<file path="config.mk">
export PLATFORM = sky130hd
export DESIGN_NAME = game_ctrl
export DESIGN_NICKNAME = d
export VERILOG_FILES = /design/src/rtl/game_ctrl.sv
export SDC_FILE = /design/constraint.sdc
export NUM_CORES = 1
export LEC_CHECK = 0
export ABC_AREA = 1
export CAP_MARGIN = 20
export CORE_MARGIN = 2
export CORE_UTILIZATION = 45
export DETAILED_ROUTE_END_ITERATION = 16
export GPL_TIMING_DRIVEN = 0
export HOLD_SLACK_MARGIN = 0.12
export PLACE_DENSITY = 0.73
export REMOVE_ABC_BUFFERS = 1
export SETUP_SLACK_MARGIN = 0.3
export SLEW_MARGIN = 20
export SYNTH_ARGS = -nofsm -noshare
export SYNTH_HDL_FRONTEND = slang
export SYNTH_SLANG_ARGS = --single-unit
</file>
<file path="constraint.sdc">
create_clock -name clk -period 2.6 [get_ports clk]
set_clock_uncertainty 0.2 [all_clocks]
set_input_delay 0.39 -clock clk [delete_from_list [all_inputs] [get_ports clk]]
set_output_delay 0.39 -clock clk [all_outputs]
set_load 0.1 [all_outputs]
</file>
<file path="src/rtl/game_ctrl.sv">
`default_nettype none
// ============================================================================
// Module   : game_ctrl
// Purpose  : Game-flow FSM for the falling-ball game. Generates per-frame step
//            and restart pulses and tracks the high score and the OVER blink.
// Revision : 1.0 - initial release
// ============================================================================
module game_ctrl #(
    parameter int TOP_LIMIT    = 2,
    parameter int OVER_FRAMES  = 180,
    parameter int BLINK_FRAMES = 30,
    parameter int SCORE_W      = 20
) (
    input  logic               clk,
    input  logic               rst,
    input  logic               frame,
    input  logic               btnS,
    input  logic [9:0]         ball_y,
    input  logic [SCORE_W-1:0] score,
    output logic               step,
    output logic               restart,
    output logic [1:0]         state,
    output logic [SCORE_W-1:0] highest,
    output logic               new_record,
    output logic               blink
);

    localparam int OVER_CNT_W = $clog2(OVER_FRAMES + 1);
    localparam int BLINK_W    = (BLINK_FRAMES > 1) ? $clog2(BLINK_FRAMES) : 1;

    localparam logic [9:0]            c_top_limit = 10'(TOP_LIMIT);
    localparam logic [OVER_CNT_W-1:0] c_over_max  = OVER_CNT_W'(OVER_FRAMES);
    localparam logic [BLINK_W-1:0]    c_blink_max = BLINK_W'(BLINK_FRAMES - 1);

    typedef enum logic [1:0] {
        ST_READY = 2'd0,
        ST_PLAY  = 2'd1,
        ST_PAUSE = 2'd2,
        ST_OVER  = 2'd3
    } state_t;

    state_t                state_q, state_d;
    logic                  frame_d_q, btn_d_q;
    logic                  step_q, step_d;
    logic                  restart_q, restart_d;
    logic [SCORE_W-1:0]    highest_q, highest_d;
    logic                  new_record_q, new_record_d;
    logic                  blink_q, blink_d;
    logic [OVER_CNT_W-1:0] over_cnt_q, over_cnt_d;
    logic [BLINK_W-1:0]    blink_cnt_q, blink_cnt_d;

    logic w_frame_rise;
    logic w_press;
    logic w_ball_top;

    assign w_frame_rise = frame & ~frame_d_q;
    assign w_press      = btnS & ~btn_d_q;
    assign w_ball_top   = (ball_y < c_top_limit);

    always_ff @(posedge clk or posedge rst) begin
        if (rst) begin
            state_q      <= ST_READY;
            frame_d_q    <= 1'b0;
            btn_d_q      <= 1'b0;
            step_q       <= 1'b0;
            restart_q    <= 1'b0;
            highest_q    <= '0;
            new_record_q <= 1'b0;
            blink_q      <= 1'b0;
            over_cnt_q   <= '0;
            blink_cnt_q  <= '0;
        end else begin
            state_q      <= state_d;
            frame_d_q    <= frame;
            btn_d_q      <= btnS;
            step_q       <= step_d;
            restart_q    <= restart_d;
            highest_q    <= highest_d;
            new_record_q <= new_record_d;
            blink_q      <= blink_d;
            over_cnt_q   <= over_cnt_d;
            blink_cnt_q  <= blink_cnt_d;
        end
    end

    always_comb begin
        state_d      = state_q;
        step_d       = 1'b0;
        restart_d    = 1'b0;
        highest_d    = highest_q;
        new_record_d = new_record_q;
        blink_d      = blink_q;
        over_cnt_d   = over_cnt_q;
        blink_cnt_d  = blink_cnt_q;

        case (state_q)
            ST_READY: begin
                if (w_press) begin
                    state_d = ST_PLAY;
                end
            end
            ST_PLAY: begin
                // Game-over detection outranks a pause request on the same frame.
                if (w_frame_rise && w_ball_top) begin
                    state_d     = ST_OVER;
                    over_cnt_d  = '0;
                    blink_cnt_d = '0;
                    blink_d     = 1'b1;
                    if (score > highest_q) begin
                        highest_d    = score;
                        new_record_d = 1'b1;
                    end else begin
                        new_record_d = 1'b0;
                    end
                end else if (w_press) begin
                    state_d = ST_PAUSE;
                end else if (w_frame_rise) begin
                    step_d = 1'b1;
                end
            end
            ST_PAUSE: begin
                if (w_press) begin
                    state_d = ST_PLAY;
                end
            end
            ST_OVER: begin
                if (w_press && (over_cnt_q == c_over_max)) begin
                    state_d      = ST_READY;
                    restart_d    = 1'b1;
                    new_record_d = 1'b0;
                    blink_d      = 1'b0;
                    over_cnt_d   = '0;
                    blink_cnt_d  = '0;
                end else if (w_frame_rise) begin
                    if (over_cnt_q != c_over_max) begin
                        over_cnt_d = over_cnt_q + 1'b1;
                    end
                    if (blink_cnt_q == c_blink_max) begin
                        blink_cnt_d = '0;
                        blink_d     = ~blink_q;
                    end else begin
                        blink_cnt_d = blink_cnt_q + 1'b1;
                    end
                end
            end
            default: begin
                state_d = ST_READY;
            end
        endcase
    end

    assign step       = step_q;
    assign restart    = restart_q;
    assign state      = state_q;
    assign highest    = highest_q;
    assign new_record = new_record_q;
    assign blink      = blink_q;

endmodule
`default_nettype wire

</file>
* After elaboration in Yosys (flattened, before gate mapping)
Index checks and enable logic that the tools add are counted.
** Word-level totals
- Bits of input ports :: 34
- Register bits after elaboration :: 41
- Output and inout port bits :: 26
- Logic and storage cells :: 73
** Cells by class
- Reductions and logical operators :: 11
- Add/sub/neg operators :: 2
- Bitwise operators :: 5
- Equality and inequality tests :: 13
- Magnitude comparators :: 2
- Mux-type cells :: 30
** Operators with widths (count)
- $mux W8 :: 4
- $gt A20 B20 Y1 :: 1
- $mux W5 :: 4
- $pmux W8 S2 :: 1
- $mux W1 :: 13
- $ne A3 B3 Y1 const B :: 4
- $reduce_and A3 Y1 :: 4
- $lt A10 B2 Y1 const B :: 1
- $pmux W5 S2 :: 1
- $add A8 B1 Y8 const B :: 1
- $eq A8 B8 Y1 const B :: 1
- $mux W2 :: 4
- $ne A8 B8 Y1 const B :: 1
- $reduce_and A4 Y1 :: 2
- $pmux W2 S3 :: 1
- $add A5 B1 Y5 const B :: 1
- $eq A5 B5 Y1 const B :: 1
- $eq A2 B2 Y1 const B :: 2
- $ne A2 B2 Y1 const B :: 2
- $pmux W1 S2 :: 2
- $not A1 Y1 :: 3
- $and A1 B1 Y1 :: 2
- $eq A2 B1 Y1 const B :: 1
- $logic_and A1 B1 Y1 :: 2
- 4 further kinds :: 4

* Depth between registers and ports, before layout
- Depth in word-level cells :: 6
- Gate-level depth with buffers :: 14
- Mapped depth without buffers :: 13

* Worst setup path before layout
OpenSTA, ideal clock, no wires.
- Path kind :: register to register
- From :: reg highest_q[19] (netlist: highest[19])
- To :: reg highest_q[0] (netlist: highest[0])
- Required time :: 2.278 ns
- Period minus slack after synthesis :: 2.525 ns
- Setup time :: 0.122 ns
- Stages on the path, launching flop included :: 13
- Slack :: 0.075 ns
- Buffers on the path :: 1
- Data arrival time :: 2.202 ns
- Path through :: dfrtp_1 > inv_1 > ha_1 > nand2_1 > nor2_1 > nand2_1 > nor2_1 > nand2_1 > nand3_2 > nand2_2 > buf_6 > nand2_1 > nand2_1
** On the way
- Cells in the longest elaborated chain, start to end :: 2
** Ends and longest elaborated chain
- start: declaration :: line 46 : logic [SCORE_W-1:0] highest_q, highest_d;
- start signal: assignment :: line 78 : highest_q <= highest_d;
- $gt A20 B20 Y1 :: line 109 : if (score > highest_q) begin
- $reduce_and A3 Y1 (no source line)
No other way between the ends.
A chain may end at the register's enable or synchronous reset.

* Worst setup path in the final report
- From :: reg state_q[1] (netlist: state[1])
- To :: out state[1]
** RTL lines
- start: declaration :: line 42 : state_t state_q, state_d;
- start signal: assignment :: line 73 : state_q <= state_d;
- end: declaration :: line 22 : output logic [1:0] state,
No word-level cell between the ends.

==> flow_summary.json <==
{
  "max_cap_violations": 0,
  "yosys-top-cells-count": "nand2_1 (109), nand3_1 (48), inv_1 (45)",
  "drtIter0Drc": 136,
  "ant_nets": 0,
  "synth_top_family_by_area": "simple AND/OR/NAND/NOR gates",
  "dieArea_sq_um": 6430,
  "min_path_type": "in2async",
  "grt_pass1_wl_mm": 10.4,
  "synth_edf_count": 0,
  "synth_cells": 342,
  "synth_xor_xnor_area_share": 0.0235,
  "drc": 0,
  "critPathSlowestCell": "dlygate4sd2_1",
  "globalplace.congestion": 0.825,
  "cts_made_buffers": 5,
  "r2r_slack_ns": 0.55,
  "fin_crit_sh": 0.856,
  "via_per_inst": 5.12,
  "htreeDepth": 2,
  "clkLatencyLatePin_ns": 0.30,
  "rsz0062_at_grt": "false",
  "coreArea_sq_um": 5540,
  "ys_async_sr_fraction": 1.00,
  "fin_nets": 468,
  "synth_area_leaders": "dfrtp_1 (39%), nand2_1 (16%), ha_1 (11%)",
  "power.density_nw_per_um2": 616,
  "synthMuxAreaShare": 0,
  "finalHoldViolCount": 0,
  "final.setup.worst_slack_ns": 0.374,
  "synth-compound-area-share": 0.0350,
  "grt_max_degree": 23,
  "routed-via-count": 2472,
  "slew_viol_final": 0,
  "slowest_delay_ns": 0.89,
  "tightest_slew_ns": 0.984,
  "synth_area_per_cell_sq_um": 7.64,
  "switchingPower_uw": 840,
  "grt_overflow_total": 0,
  "antenna_cells": 0,
  "clock-sinks": 41,
  "place_ws_ns": -0.701,
  "crit_path_cell_trace": "dlygate4sd2_1",
  "fmax_mhz": 449,
  "first_global_vias": 2320,
  "p_clk_frac": 0.286,
  "whs_ns": 0.218,
  "grtUsageTotal": 0.202,
  "io_pins": 60,
  "cp_max_fo": 4,
  "crit_required_ns": 2.01,
  "seqPwrFrac": 0.364,
  "p_int_uw": 1300,
  "leakage_uw": 0.00185,
  "status": "finished, final reports clean",
  "total_power_uw": 2140,
  "fin_crit_ns": 2.23,
  "wl_per_cell_um": 12.9,
  "p_comb_frac": 0.350,
  "synth_top_area_frac": 0.393,
  "final.setup.tns_ns": 0,
  "synth_cell_type_count": 29,
  "cts_root_buffer": "clkbuf_8",
  "dieWidth_um": 80.2,
  "final_cell_area_sq_um": 3480,
  "synth_seq_cells": 41,
  "cts_tree": "yes",
  "endpoint_kind": "output port",
  "r2r_cells": 11,
  "drive_above_1_share": 0.102,
  "antenna_found_initial": 0,
  "crit_type": "reg2out",
  "ys_seq_area_frac": 0.393,
  "reg2reg_to": "highest[8]",
  "switching_share": 0.392,
  "drt_wl_total_mm": 6.22,
  "crit_family": "buffers and inverters",
  "cp.arrival_ns": 1.64,
  "cts_hold_buf": 0,
  "setup_viol": 0,
  "hpwlAfterDp_mm": 4.21,
  "numPortBuffers": 58,
  "initial_utilization": 0.471,
  "yosysTopAreaCell": "dfrtp_1",
  "start_kind": "flop",
  "synth_ff_type": "dfrtp_1",
  "firstDrtPassIters": 4,
  "area_growth_pct": 33.1,
  "num_rows": 27,
  "r2r_start": "highest[11]",
  "relSlewSlack": 0.347,
  "fillers": 510,
  "peakVddDrop_mv": 0.280,
  "critPathBufInv": 1,
  "placed_area_sq_um": 3250,
  "synthAdderAreaFrac": 0.115,
  "yosysMostFrequentCell": "nand2_1",
  "cts_buffer_depth": 2,
  "cts.clk_slew.worst_paths_ns": 0.08,
  "yosys_warnings": 0,
  "synth_area_sq_um": 2610,
  "die-height_um": 80.2,
  "synth_simple_gate_area_frac": 0.344
}
## power groups by stage
stage               sequential, uW  combinational (uW)  clock (uW)
finish                         779                 750         613
global route                   793                 829         653
floorplan                      983                 339           0
global placement               790                 731           0
CTS                            780                 745         626
detailed placement             791                 748           0
## timing repair
action / 4_1_cts / 5_1_grt
gates resized for setup: 32 / 3
gates cloned: 2 / 1
pin swaps: 2 / 2
endpoints found under the setup margin: 47 / 20
buffers inserted: 3 / 3
## worst max path at each step
stage	slack, ns	cells past startpoint	start	to
2_1_floorplan	-0.32	10	highest[19]	highest[0]
3_3_place_gp	-0.69	10	score[19]	highest[10]
3_5_place_dp	-0.70	10	score[15]	highest[13]
4_1_cts	0.36	11	score[19]	highest[3]
5_1_grt	0.30	11	score[11]	highest[1]
6_report	0.37	1	state[1]	state[1]
## sequential cells by signal (all words and copies together) (netlist names)
register / cells
blink: 1
blink_cnt_q: 5
btn_d_q: 1
frame_d_q: 1
highest: 20
new_record: 1
over_cnt_q: 8
restart: 1
state: 2
step: 1
## through the flow
stage / utilization / instances
finish: 0.627 / 483
global route: 0.627 / 483
CTS: 0.620 / 479
detailed placement: 0.587 / 466
global placement: 0.582 / 465
floorplan: - / 335
## per-layer routing
layer / GRT usage / part of all wire / vias up
met5: 0 / 0 / -
met4: 0.0525 / 0.014 / 0
met3: 0.0371 / 0.057 / 8
met2: 0.350 / 0.47 / 77
met1: 0.259 / 0.46 / 1158
li1: - / - / 1229
## kinds of logic after synthesis
| group | count (synthesis) |
|---|---|
| AO/OA/AOI/OAI | 16 |
| AND/OR/NAND/NOR | 199 |
| adder cells (fa/ha/maj) | 24 |
| flip-flops | 41 |
| XOR/XNOR | 7 |
| buffers and inverters | 55 |
## final cells by class
type	instances	area (sq um)	share of cell area
Inverter	48	180	0.0518
Clock inverter	3	65.1	0.0187
Multi-Input combinational cell	249	1430	0.410
Tap cell	72	90.1	0.0259
Clock buffer	5	68.8	0.0198
Sequential cell	41	1030	0.295
Timing Repair Buffer	65	621	0.179
## layout by cell type, fill, tap and decap left out, types with 2 or more instances in the layout
master	instances
a21oi_1	7
a21oi_2	2
buf_4	6
bufinv_16	2
clkbuf_8	5
clkdlybuf4s50_1	32
dfrtp_1	41
dlygate4sd2_1	26
ha_1	24
inv_1	44
inv_2	4
nand2_1	108
nand2_2	6
nand3_1	48
nand3_2	2
nand4_1	3
nor2_1	15
nor2_2	3
nor2_4	2
nor3_1	6
nor3_2	2
o21ai_1	3
xnor2_1	2
xor2_1	5
Note: power is estimated with default switching activity, not from simulation.
